**config.mk**
```make
export PLATFORM = sky130hd
export DESIGN_NAME = pc_branch_unit
export DESIGN_NICKNAME = d
export VERILOG_FILES = /design/src/rtl/pc_branch_unit.sv
export SDC_FILE = /design/constraint.sdc
export NUM_CORES = 1
export LEC_CHECK = 0
export BUFFER_PORTS_ARGS = -buffer_cell sky130_fd_sc_hd__buf_2
export CORE_ASPECT_RATIO = 0.7
export CORE_UTILIZATION = 65
export CTS_BUF_LIST = sky130_fd_sc_hd__clkbuf_8
export DETAILED_ROUTE_END_ITERATION = 7
export GPL_ROUTABILITY_DRIVEN = 0
export PLACE_DENSITY = 0.82
export REMOVE_ABC_BUFFERS = 1
export SLEW_MARGIN = 10
export SYNTH_ARGS = -nofsm -noshare
export SYNTH_HDL_FRONTEND = slang
export SYNTH_SLANG_ARGS = --single-unit
```
**constraint.sdc**
```tcl
create_clock -name clk -period 2.6 [get_ports clk]
set_input_delay 0.26 -clock clk [delete_from_list [all_inputs] [get_ports clk]]
set_output_delay 0.26 -clock clk [all_outputs]
set_load 0.05 [all_outputs]
```
**src/rtl/pc_branch_unit.sv**
```systemverilog
// Fetch-side PC sequencer: flag register, branch-target table and
// IDLE/RUN/HALT run control feeding instruction memory.
module pc_branch_unit #(
  parameter int PC_W      = 10,
  parameter int LUT_DEPTH = 16,
  parameter int START_PC  = 0,
  localparam int IDX_W    = (LUT_DEPTH > 1) ? $clog2(LUT_DEPTH) : 1
) (
  input  logic             clk,
  input  logic             reset,
  input  logic             start,
  input  logic             halt_req,
  input  logic             alu_zero,
  input  logic             alu_parity,
  input  logic             alu_odd,
  input  logic             flag_we,
  input  logic             br_en,
  input  logic [1:0]       br_cond,
  input  logic             br_inv,
  input  logic [IDX_W-1:0] br_idx,
  input  logic             lut_we,
  input  logic [IDX_W-1:0] lut_waddr,
  input  logic [PC_W-1:0]  lut_wdata,
  output logic [PC_W-1:0]  pc,
  output logic             running,
  output logic             done,
  output logic [2:0]       flags_q,
  output logic             taken
);

  localparam int SLOTS = 2 ** IDX_W;
  localparam logic [PC_W-1:0] START = PC_W'(START_PC);
  localparam logic [IDX_W:0] DEPTH = (IDX_W + 1)'(LUT_DEPTH);

  typedef enum logic [1:0] {
    IDLE = 2'd0,
    RUN  = 2'd1,
    HALT = 2'd2
  } state_t;

  state_t state, state_nxt;
  logic [PC_W-1:0] pc_nxt;
  logic [2:0] flags_nxt;
  logic taken_nxt;

  logic [PC_W-1:0] lut [SLOTS];
  logic [PC_W-1:0] target;
  logic rd_ok, wr_ok, cond;

  // Indices past a non-power-of-2 depth read as 0 and drop writes.
  assign rd_ok  = {1'b0, br_idx} < DEPTH;
  assign wr_ok  = {1'b0, lut_waddr} < DEPTH;
  assign target = rd_ok ? lut[br_idx] : '0;

  always_ff @(posedge clk) begin
    if (reset) begin
      for (int i = 0; i < SLOTS; i++) lut[i] <= '0;
    end else if (lut_we && wr_ok) begin
      lut[lut_waddr] <= lut_wdata;
    end
  end

  always_comb begin
    cond = 1'b1;
    unique case (br_cond)
      2'b00: cond = 1'b1;
      2'b01: cond = flags_q[0] ^ br_inv;
      2'b10: cond = flags_q[1] ^ br_inv;
      2'b11: cond = flags_q[2] ^ br_inv;
      default: cond = 1'b1;
    endcase
  end

  always_comb begin
    state_nxt = state;
    pc_nxt    = pc;
    flags_nxt = flags_q;
    taken_nxt = 1'b0;
    unique case (state)
      IDLE: begin
        pc_nxt = START;
        if (start) state_nxt = RUN;
      end
      RUN: begin
        // Branch decision below still sees the pre-update flags.
        if (flag_we) flags_nxt = {alu_odd, alu_parity, alu_zero};
        if (start) begin
          pc_nxt = START;
        end else if (halt_req) begin
          state_nxt = HALT;
        end else if (br_en && cond) begin
          pc_nxt    = target;
          taken_nxt = 1'b1;
        end else begin
          pc_nxt = pc + 1'b1;
        end
      end
      HALT: begin
        if (start) begin
          state_nxt = RUN;
          pc_nxt    = START;
        end
      end
      default: begin
        state_nxt = IDLE;
        pc_nxt    = START;
      end
    endcase
  end

  always_ff @(posedge clk) begin
    if (reset) begin
      state   <= IDLE;
      pc      <= START;
      flags_q <= '0;
      taken   <= 1'b0;
    end else begin
      state   <= state_nxt;
      pc      <= pc_nxt;
      flags_q <= flags_nxt;
      taken   <= taken_nxt;
    end
  end

  assign running = (state == RUN);
  assign done    = (state == HALT);

endmodule
```
# Word-level counts from Yosys, hierarchy flattened
# Memories as Yosys holds them, arrays and structs flattened.
# Cells that the tools add are included.
[word_totals]
n_memories = 1
ramBits = 160
output_inout_bits = 16
in_bits = 31
regBits = 16
elab_cells = 48
[classes]
add_sub_neg = 1
mux = 19
n_eq_ne = 10
reduce_logical = 9
bitwise = 4
[memory_table]
columns = ["name", "words", "word_bits", "read_ports", "rd_clocked_by_memory_dff", "write_ports", "line_no", "source"]
rows = [
  ["lut", 16, 10, 1, 0, 16, "46", "logic [PC_W-1:0] lut [SLOTS];"],
]
[ops]
columns = ["cell", "count"]
rows = [
  ["two-way mux 10 bit", 5],
  ["one-hot mux 10 bit (2 select lines)", 1],
  ["adder 10 x 1 -> 10 bit, second input constant", 1],
  ["OR reduction 10 bit", 1],
  ["two-way mux 1 bit", 7],
  ["equality test 2 bit, second input constant", 3],
  ["two-way mux 2 bit", 3],
  ["inequality test 2 bit, second input constant", 3],
  ["equality test 2 x 1 -> 1 bit, second input constant", 2],
  ["zero test 2 bit", 2],
  ["two-way mux 4 bit", 1],
  ["one-hot mux 1 bit (4 select lines)", 1],
  ["one-hot mux 2 bit (2 select lines)", 1],
  ["AND reduction 2 bit", 2],
  ["OR reduction 4 bit", 1],
  ["inequality test 3 bit, second input constant", 1],
  ["AND reduction 3 bit", 1],
  ["bitwise XOR 1 bit", 3],
  ["inequality test 2 x 1 -> 1 bit, second input constant", 1],
  ["OR reduction 2 bit", 1],
  ["logical AND 1 bit", 1],
  ["inverter 1 bit", 1],
]

# Logic depth before layout (Yosys ltp)
[logic_depth]
word_depth = 7
mapped_depth = 8
mapped_depth_nobuf = 5

# Worst setup path after synthesis
# OpenSTA, ideal clock, no wires.
[synth_path]
path_kind = "reg2reg"
from = "register state[1]"
to = "register pc[4]"
path_buffers = 1
t_arrival_ns = 1.818
required_ns = 2.518
path_stages_with_launch = 7
setup_slack_ns = 0.700
cell_sequence = "dfxtp_1 -> nor2b_1 -> a21oi_1 -> nor3_1 -> clkbuf_1 -> nand2_1 -> o2111ai_1"
[synth_via]
elab_chain_len = 3
elab_cells_between_ends = 6
cone_classes = "eq/ne (4); mux (1); reduce/logical (1)"
[synth_lines]
columns = ["element", "line_no", "source"]
rows = [
  ["start: declaration", "41", "state_t state, state_nxt;"],
  ["start signal: assignment", "118", "state <= state_nxt;"],
  ["equality test 2 bit (*)", "n/a", ""],
  ["net done", "26", "output logic done,"],
  ["inequality test 2 bit (no line)", "n/a", ""],
  ["AND reduction 2 bit (no line)", "n/a", ""],
  ["end signal: assignment", "119", "pc <= pc_nxt;"],
  ["end: declaration", "24", "output logic [PC_W-1:0] pc,"],
]
# Mark *: on every way through the listed nets, which the timed path passes. The rest lies on a longest branch.
# A chain may end at the register's enable or synchronous reset.

# Worst setup path in the final report
[layout_path]
from = "register state[0]"
to = "register pc[4]"
[layout_via]
elab_chain_len = 3
elab_cells_between_ends = 6
cone_classes = "eq/ne (4); mux (1); reduce/logical (1)"
[layout_lines]
columns = ["element", "line_no", "source"]
rows = [
  ["equality test 2 x 1 -> 1 bit or equality test 2 bit (tied branches)", "79", "unique case (state)"],
  ["inequality test 3 bit (no line) or inequality test 2 bit (tied branches)", "n/a", ""],
  ["AND reduction 2 bit (no line)", "n/a", ""],
]
# Parallel ways exist; a longest one is shown, timed or not.

==> key figures <==
Setup path
  • Worst reg-to-reg setup slack: 0.71 ns
  • Crit. Startpoint: state[0]$_SDFFE_PP0P_
  • Crit path max-delay cell type: nor2b_1
  • Reg2Reg Launch Point: state[0]$_SDFFE_PP0P_
  • R2R Path End: pc[4]$_SDFFE_PP0P_
  • Path depth of the worst reg2reg path: 5
  • Critical path endpoint: pc[4]$_SDFFE_PP0P_
  • Crit Path Category: reg -> reg
  • Slowest Stage Delay on Critical Path: 0.43 ns
  • CP required: 2.97 ns
  • Crit-path max FO: 11
  • CP Launch Type: register
  • Worst setup EP type: register
  • Arrival time worst endpoint: 2.26 ns
  • Cell breakdown of the critical path: nor2b_1 > nand2_1 > o21bai_1 > or3_1 > o2111ai_1

Yosys
  • Synth async-reset ratio: 0%
  • Synth area leaders: edfxtp_1 58%, and2_1 12%, mux4_2 7.0%, mux4_1 4.4%, dfxtp_1 3.8%
  • Synth top area share: 57.6%
  • Post-synth top area cell: edfxtp_1
  • Post-synth EDFFs: 160
  • Post-Syn Area per Cell: 14.5 sq um
  • Most frequent cells after synthesis: 160 x and2_1, 160 x edfxtp_1, 31 x clkbuf_1
  • Fraction of the yosys area taken by sequential cells: 61.4%
  • Post-Syn Instances: 577
  • Post-synthesis register bit count: 176
  • Post-synthesis cell type count: 37
  • Mapped cell area: 8340 sq um
  • Primary FF master, synth: edfxtp_1
  • Ys Warns: 0

Layout
  • Proportion of layout cells with a drive suffix above 1: 24.8%
  • N_diodes: 0
  • Filler cells: 768
  • Non-Filler Instances: 794
  • Sequential cell area: 5120 sq um
  • Nets: 652
  • Multi-input logic area: 2970 sq um
  • Syn-to-layout area delta: 9.22%

Pwr
  • Maximum vdd ir drop: 0.000471 V
  • Switching part of the total: 23.4%
  • Pwr Density: 612 nW/um^2
  • Clock power share: 32.6%
  • Comb pwr share: 8.7%
  • Flop pwr share: 58.7%
  • Total power: 5580 uW
  • Internal power: 4270 uW
  • Leakage power total: 0.00333 uW
  • Switch Pwr: 1310 uW

Clocking
  • CTS tree: done
  • Maximum clock insertion buffer count: 2
  • Root Driver: clkbuf_8
  • Clk sink count: 176
  • # resized after CTS: 0
  • CTS H-tree lvls: 4
  • CTS clk-pin slew, worst paths: 0.08 ns
  • Total CTS buffers: 17
  • Clk_lat worst skew: 0.45 ns
  • Setup Fix Bufs, Post-CTS: 0
  • Hold-fix buffers, CTS: 0

Global route
  • GRT overflow: 0
  • Initial antenna violation count: 0
  • First-pass GRT wire length: 28.1 mm
  • Vias in the first global route: 4,902
  • Global Route Usage Sum: 30.4%
  • Largest net degree at the start of global routing: 40

Drt
  • Via count: 4,916
  • Initial drt markers: 502
  • Drt via density: 6.19
  • WL per Instance: 23.1 um
  • Routed WL: 18.3 mm
  • Detailed-route DRC error count: 0
  • Post-route antenna net violation count: 0
  • Pre-antenna DRT Iters: 5

Worst hold path
  • Tightest Hold Check Type: in -> reg
  • Hold Crit Depth: 3

STA
  • Hold Worst Slack: 0.0615 ns
  • Period utilization: 72.7%
  • Setup Skew: 0.0150 ns
  • Actual slew at the worst max-slew pin: 0.811 ns
  • Fmax: 529 MHz
  • Setup violations, final: 0
  • TNS Setup: 0 ns
  • Min cycle time layout: 1.89 ns
  • Slew Limit Headroom: 46.0%
  • Slew Limit Fails: 0
  • Hold Vio Cnt, Final: 0
  • RSZ-0062 raised after global routing: false

Floorplan
  • Core area: 12,500 sq um
  • Die width: 137 um
  • Die Area: 13,300 sq um
  • # IOs: 47
  • Starting Density: 66.9%
  • Die Y: 96.8 um
  • Placement Rows: 34

Job
  • Max-cap violations: 0

Outcome
  • Status: completed

Place
  • PortBufs: 46
  • DP Wirelength: 12.1 mm
  • Placed Cells: 763
## cells in the final DEF, fill, tap and decap left out, types with 2 or more instances in the layout
cell type,count
clkbuf_8,17
edfxtp_1,160
buf_12,2
nand3_1,7
clkinv_2,3
nand2b_1,10
o211ai_1,5
inv_1,2
dfxtp_1,16
or2_2,19
inv_6,2
a211oi_2,6
mux2_2,3
nand2_1,19
a21oi_1,17
nor2_1,16
a221o_1,7
xor2_1,2
nor2b_1,6
bufinv_16,2
mux2i_1,12
and3_1,2
a211oi_1,2
nor2b_4,4
buf_2,46
mux4_1,14
nor3_1,7
or3_1,2
and2_1,160
mux4_2,26
clkinvlp_4,5
buf_4,21
## power groups by stage
stage | sequential, uW | combinational, uW | clock, uW
after floorplan | 3320 | 256 | 0
after global placement | 3330 | 470 | 0
after detailed placement | 3340 | 482 | 0
after CTS | 3280 | 486 | 1830
after global routing | 3290 | 517 | 1940
final | 3270 | 486 | 1820
## worst max-delay path, delay by kind of cell (launching register included)
kind | cells | cell delay [ns]
compound gates | 2 | 0.45
simple gates | 3 | 0.99
flops | 1 | 0.37
## per-layer routing
metal	part of all wire [%]	global-route usage (%)	up-vias
met5	0	0	-
met4	3.3	13.0	0
met3	10	8.81	42
met2	46	44.2	245
met1	41	43.1	2434
li1	-	-	2195
## stage by stage
stage	util (%)	worst slack [ns]	cell area, sq um
floorplan	-	0.147	8110
global placement	70.1	0.375	8740
detailed placement	70.1	0.380	8740
CTS	73.1	0.699	9110
global route	73.1	0.517	9110
finish	73.1	0.709	9110
## logic make-up after synthesis
| family | after synthesis | share of synthesized area [%] |
|---|---|---|
| simple gates | 255 | 18.3 |
| compound gates | 40 | 3.64 |
| fa+ha+maj | 1 | 0.150 |
| buf+inv | 47 | 2.94 |
| xor+xnor | 3 | 0.315 |
| flops | 176 | 61.4 |
| mux | 55 | 13.3 |
## area by class of cell
type | count | area share [%]
Clock buffer | 17 | 2.57
Clock inverter | 14 | 1.57
Inverter | 2 | 0.0824
Multi-Input combinational cell | 354 | 32.6
Sequential cell | 176 | 56.2
Tap cell | 162 | 2.22
Timing Repair Buffer | 69 | 4.70
## how the worst min path moves through the flow
| stage | startpoint | end |
|---|---|---|
| final | alu_odd | flags_q[2]$_SDFFE_PP0P_ |
| after global routing | alu_odd | flags_q[2]$_SDFFE_PP0P_ |
| after CTS | alu_odd | flags_q[2]$_SDFFE_PP0P_ |
| after detailed placement | state[1]$_SDFFE_PP0P_ | state[0]$_SDFFE_PP0P_ |
| after global placement | state[1]$_SDFFE_PP0P_ | state[0]$_SDFFE_PP0P_ |
| after floorplan | reset | flags_q[0]$_SDFFE_PP0P_ |
## registers in the layout, summed over array words and instances (netlist names)
| name | cells |
|---|---|
| lut | 160 |
| pc | 10 |
| flags_q | 3 |
| state | 2 |
| taken | 1 |
No activity file was read; power rests on OpenSTA's default activity.
